**config.mk**
```make
export PLATFORM = sky130hd
export DESIGN_NAME = sync_updown_counter
export DESIGN_NICKNAME = d
export VERILOG_FILES = /design/src/rtl/cnt_pkg.sv /design/src/rtl/t_ff_stage.sv /design/src/rtl/sync_updown_counter.sv
export SDC_FILE = /design/constraint.sdc
export NUM_CORES = 1
export LEC_CHECK = 0
export CORE_AREA = 2 2 39 41
export DETAILED_ROUTE_END_ITERATION = 10
export DIE_AREA = 0 0 41 43
export PLACE_DENSITY_LB_ADDON = 0.08
export SLEW_MARGIN = 15
export SYNTH_ARGS = -nofsm -noshare
export SYNTH_HDL_FRONTEND = slang
export SYNTH_SLANG_ARGS = --single-unit
```
**constraint.sdc**
```tcl
create_clock -name clk -period 1.7 [get_ports clk]
set_clock_uncertainty 0.2 [all_clocks]
set_input_delay 0.34 -clock clk [delete_from_list [all_inputs] [get_ports clk]]
set_output_delay 0.34 -clock clk [all_outputs]
set_load 0.03 [all_outputs]
```
**src/rtl/cnt_pkg.sv**
```systemverilog
// Shared definitions for the up/down modulo counter family: count direction
// encoding, a clog2 that never returns 0, and the parameter range check used
// at elaboration by every counter instance.
package cnt_pkg;

  typedef enum logic {
    CNT_DOWN = 1'b0,
    CNT_UP   = 1'b1
  } cnt_dir_e;

  // Bits needed to hold values 0..n-1, never less than one bit.
  function automatic int clog2_safe(input int n);
    int r;
    r = 0;
    for (int i = 0; i < 31; i++) begin
      if ((32'sd1 <<< i) < n) begin
        r = i + 1;
      end
    end
    return (r < 1) ? 1 : r;
  endfunction

  // True when WIDTH, MODULUS and RESET_VAL describe a legal counter.
  function automatic bit cnt_params_ok(input int width, input int modulus, input int reset_val);
    return (width >= 1) && (modulus >= 2) && (clog2_safe(modulus) <= width) &&
           (reset_val >= 0) && (reset_val < modulus);
  endfunction

endpackage

```
**src/rtl/t_ff_stage.sv**
```systemverilog
// One counter bit built as a T flip-flop: the bit inverts on every rising
// edge where t is high. Asynchronous active-low reset loads RESET_BIT.
module t_ff_stage #(
  parameter logic RESET_BIT = 1'b0
) (
  input  logic clk,
  input  logic reset_n,
  input  logic t,
  output logic q
);

  logic q_r;

  // Toggle the stored bit when t is high; otherwise hold.
  always_ff @(posedge clk or negedge reset_n) begin
    if (!reset_n) begin
      q_r <= RESET_BIT;
    end else if (t) begin
      q_r <= ~q_r;
    end else begin
      q_r <= q_r;
    end
  end

  assign q = q_r;

endmodule

```
**src/rtl/sync_updown_counter.sv**
```systemverilog
// Synchronous up/down modulo-MODULUS counter built from WIDTH T flip-flop
// stages. Priority per edge: clr > load > en. tc is combinational so that
// chained stages (tc -> next en) advance on the same edge; wrap is a
// registered one-cycle pulse after each wrapping edge.
// Build option: define SYNC_CNT_SATURATE_EN to make the counter stop at the
// end of its range instead of wrapping (wrap then never asserts).
module sync_updown_counter
  import cnt_pkg::*;
#(
  parameter int WIDTH     = 4,
  parameter int MODULUS   = 16,
  parameter int RESET_VAL = 0
) (
  input  logic             clk,
  input  logic             reset_n,
  input  logic             en,
  input  logic             up_dn,
  input  logic             clr,
  input  logic             load,
  input  logic [WIDTH-1:0] load_val,
  output logic [WIDTH-1:0] q,
  output logic             tc,
  output logic             wrap
);

  localparam logic [WIDTH-1:0] MAX_VAL = WIDTH'(MODULUS - 1);
  localparam logic [WIDTH-1:0] RST_VEC = WIDTH'(RESET_VAL);
  localparam logic [WIDTH-1:0] ZERO    = {WIDTH{1'b0}};

  if (!cnt_params_ok(WIDTH, MODULUS, RESET_VAL)) begin : g_bad_params
    $error("sync_updown_counter: illegal WIDTH/MODULUS/RESET_VAL combination");
  end

  cnt_dir_e         dir_s;
  logic [WIDTH-1:0] q_s;
  logic [WIDTH-1:0] toggle_s;
  logic [WIDTH-1:0] t_s;
  logic [WIDTH-1:0] load_eff_s;
  logic             at_term_s;
  logic             tc_s;
  logic             wrap_next_s;
  logic             wrap_r;

  assign dir_s      = cnt_dir_e'(up_dn);
  assign at_term_s  = (dir_s == CNT_UP) ? (q_s == MAX_VAL) : (q_s == ZERO);
  assign tc_s       = en & at_term_s;
  // Out-of-range load values clamp to the top of the count range.
  assign load_eff_s = (load_val > MAX_VAL) ? MAX_VAL : load_val;

  // Plain binary toggle pattern: a bit flips when all lower bits are 1 (up) or all 0 (down).
  always_comb begin
    logic up_all;
    logic dn_all;
    toggle_s = ZERO;
    up_all   = 1'b1;
    dn_all   = 1'b1;
    for (int i = 0; i < WIDTH; i++) begin
      toggle_s[i] = (dir_s == CNT_UP) ? up_all : dn_all;
      up_all      = up_all & q_s[i];
      dn_all      = dn_all & ~q_s[i];
    end
  end

  // Next-state mux expressed as toggle masks: clr/load/modulo boundary override the binary toggle.
  always_comb begin
    t_s         = ZERO;
    wrap_next_s = 1'b0;
    if (clr) begin
      t_s = q_s;
    end else if (load) begin
      t_s = q_s ^ load_eff_s;
    end else if (tc_s) begin
`ifdef SYNC_CNT_SATURATE_EN
      t_s = ZERO;
`else
      t_s         = q_s ^ ((dir_s == CNT_UP) ? ZERO : MAX_VAL);
      wrap_next_s = 1'b1;
`endif
    end else if (en) begin
      t_s = toggle_s;
    end else begin
      t_s = ZERO;
    end
  end

  // Register the wrap pulse so it appears in the cycle after the wrapping edge.
  always_ff @(posedge clk or negedge reset_n) begin
    if (!reset_n) begin
      wrap_r <= 1'b0;
    end else begin
      wrap_r <= wrap_next_s;
    end
  end

  for (genvar i = 0; i < WIDTH; i++) begin : g_stage
    t_ff_stage #(
      .RESET_BIT (RST_VEC[i])
    ) u_stage (
      .clk     (clk),
      .reset_n (reset_n),
      .t       (t_s[i]),
      .q       (q_s[i])
    );
  end

  assign q    = q_s;
  assign tc   = tc_s;
  assign wrap = wrap_r;

endmodule

```
==> impl_metrics.env, run 1 <==
export IMPL_hold_class="input port to async pin"
export IMPL_track_usage_pct=14.4
export IMPL_clk_latency_ns=0.25
export IMPL_min_period_over_period_pct=115
export IMPL_yosys_top_cells_count="dfrtp_1, buf_4, nor2_1"
export IMPL_synth_edf_count=0
export IMPL_start_util_pct=26.1
export IMPL_antenna_found_initial=0
export IMPL_worstSetupStartpointType="register"
export IMPL_yosysWarningCount=0
export IMPL_tritoncts="yes"
export IMPL_ys_seq_area_share_pct=34.6
export IMPL_cap_violations=0
export IMPL_outcome="finished, violations left"
export IMPL_routed_via_count=418
export IMPL_cts_inserted_buffers=3
export IMPL_cp_required_ns=1.16
export IMPL_synth_seq_cells=5
export IMPL_gp_congestion=0.756
export IMPL_worstSetupPathType="register to output port"
export IMPL_io_buffers=15
export IMPL_hold_viol=0
export IMPL_core_area_um2=1380
export IMPL_grt_max_degree=6
export IMPL_cp_slowest_cell="dfrtp_2"
export IMPL_diodes=0
export IMPL_route_detailed_drc=0
export IMPL_clkTransAtPathRegs_ns=0.05
export IMPL_overflow=0
export IMPL_p_clk_share_pct=31.2
export IMPL_final_cell_area_um2=694
export IMPL_synth_most_common_cell="dfrtp_1"
export IMPL_switchingPower_mw=0.133
export IMPL_drtIter0Drc=7
export IMPL_powerDensity_nw_per_um2=638
export IMPL_vias_per_cell=4.70
export IMPL_cp_slowest_stage_delay_ns=0.44
export IMPL_r2r_start="g_stage[0].u_stage.q"
export IMPL_post_route_util_pct=50.2
export IMPL_clock_sinks=5
export IMPL_hold_worst_slack_ns=0.121
export IMPL_power_frac_comb_pct=37.1
export IMPL_routedWlPerCell_um=11.6
export IMPL_die_h_um=43
export IMPL_area_growth_pct=92.0
export IMPL_tns_ns=-0.258
export IMPL_rsz0062_at_grt="yes"
export IMPL_worstRegToRegCells=4
export IMPL_max_slew_margin_rel_pct=80.2
export IMPL_dpl_instance_area_um2=614
export IMPL_clockRootBuffer="clkbuf_4"
export IMPL_drt_pass1_iter_count=4
export IMPL_grt_pass1_wl_mm=1.66
export IMPL_maxSlewViolCount=0
export IMPL_pin_count=16
export IMPL_grt_pass1_vias=413
export IMPL_power_mw=0.443
export IMPL_vdd_drop_max_v=0.000401
export IMPL_async_flop_share_pct=100
export IMPL_swShare_pct=30.1
export IMPL_synth_top_area_share_pct=34.6
export IMPL_worstReg2RegEnd="g_stage[1].u_stage.q"
export IMPL_p_leak_nw=0.351
export IMPL_nNetsFinal=84
export IMPL_synth_fp_nets=49
export IMPL_avgSynthCellArea_um2=9.27
export IMPL_yosys_area_top_type="dfrtp_1"
export IMPL_fmax_mhz=511
export IMPL_worst_path_buf_inv=1
export IMPL_die_area_um2=1760
export IMPL_dpl_worst_slack_ns=-0.531
export IMPL_worst_endpoint_arrival_ns=1.42
export IMPL_yosysUniqueCellTypes=24
export IMPL_cts_htree_levels=1
export IMPL_drive_gt1_share_pct=47.9
export IMPL_violations="setup timing"
export IMPL_p_int_mw=0.310
export IMPL_r2r_slack_ns=0.08
export IMPL_crit_chain="nor4_4 -> mux2_4 -> and2_4 -> buf_6"
export IMPL_drt_total_wl_mm=1.03
export IMPL_ant_nets=0
export IMPL_ys_flop_type="dfrtp_1"
export IMPL_min_period_ns=1.96
export IMPL_die_x_um=41
export IMPL_syn_inst=39
export IMPL_crit_family="flip-flops"
export IMPL_cts_buffer_depth=2
export IMPL_cts_hold_buf=0
export IMPL_cp_end_kind="output port"
export IMPL_layout_cells_non_filler=89
export IMPL_place_inst=81
export IMPL_mappedNetlistArea_um2=362
export IMPL_finalSetupViolations=1
export IMPL_tightest_slew_ns=0.299
export IMPL_critical_path_peak_fanout=4
export IMPL_seqPwrFrac_pct=31.7
export IMPL_hpwl_um=745
export IMPL_rows=14
export IMPL_ys_top_cells_by_area="dfrtp_1, buf_4, xor2_1"
export IMPL_setup_ws_ns=-0.258
-- power by group through the flow --
stage / clock [mW] / combinational (mW) / sequential (mW)
2_1_floorplan: 0 / 0.0664 / 0.141
3_3_place_gp: 0 / 0.144 / 0.140
3_5_place_dp: 0 / 0.145 / 0.140
4_1_cts: 0.144 / 0.165 / 0.140
5_1_grt: 0.154 / 0.177 / 0.141
6_report: 0.138 / 0.165 / 0.141
-- worst register-to-register path: stages (launching register included) --
cell	delay, ns
dfrtp_2	0.43
buf_4	0.17
xor2_2	0.15
or4b_1	0.52
nand3_1	0.09
-- sequential cells by signal, indices dropped and copies added (netlist names) --
register           flops
wrap                   1
g_stage.u_stage.q      4
-- cell usage in the layout, fill, tap and decap left out, types with 2 or more instances in the layout --
master,count
dlygate4sd2_1,3
and3_1,2
nor2_1,4
nand3_1,2
inv_1,3
buf_4,21
dfrtp_2,2
clkdlybuf4s50_1,8
clkbuf_4,3
dfrtp_1,3
-- worst max-delay path by stage --
stage                         startpoint  end  slack [ns]  depth (start not counted)
CTS                 g_stage[1].u_stage.q   tc       -0.25                          4
global placement                   up_dn   tc       -0.50                          5
finish              g_stage[1].u_stage.q   tc       -0.26                          4
global route        g_stage[2].u_stage.q   tc       -0.32                          4
floorplan           g_stage[2].u_stage.q   tc        0.02                          3
detailed placement                 up_dn   tc       -0.53                          5
-- cell type report --
type / count / area [um^2]
sequential: 5 / 128
timing repair buffer: 34 / 280
multi-input combinational: 27 / 229
clock buffer: 4 / 26.3
tap: 16 / 20.0
fill: 136 / 689
inverter: 3 / 11.3
-- layer usage --
metal / share of wire [%] / vias to the layer above / track usage (%)
met4: 0 / 0 / 2.00
met3: 6.4 / 0 / 9.42
li1: - / 208 / -
met1: 40 / 200 / 15.8
met5: 0 / - / 0
met2: 54 / 10 / 22.8
-- cell families (layout without fill, tap and decap cells) --
| family | after synthesis | count (layout) | share of synthesized area, % |
|---|---|---|---|
| mux | 2 | 2 | 5.88 |
| buf+inv | 7 | 41 | 11.4 |
| simple gates | 17 | 17 | 27.7 |
| xor+xnor | 2 | 2 | 4.85 |
| flops | 5 | 5 | 34.6 |
| compound gates | 6 | 6 | 15.6 |
-- timing repair --
action                     CTS  global route
buffers inserted             5             0
pin swaps                    4             2
resized for setup           15             1
setup endpoints to repair    6             3
(Power assumes the default switching activity.)
==> inputs of run 2 (changes only) <==
--- a/config.mk
+++ b/config.mk
@@ -5,6 +5,7 @@
 export SDC_FILE = /design/constraint.sdc
 export NUM_CORES = 1
 export LEC_CHECK = 0
+export ABC_CLOCK_PERIOD_IN_PS = 1700
 export CORE_AREA = 2 2 39 41
 export DETAILED_ROUTE_END_ITERATION = 10
 export DIE_AREA = 0 0 41 43
==> results of run 2 <==
No change in the layout: final DEF, timing and power equal those of run 1.
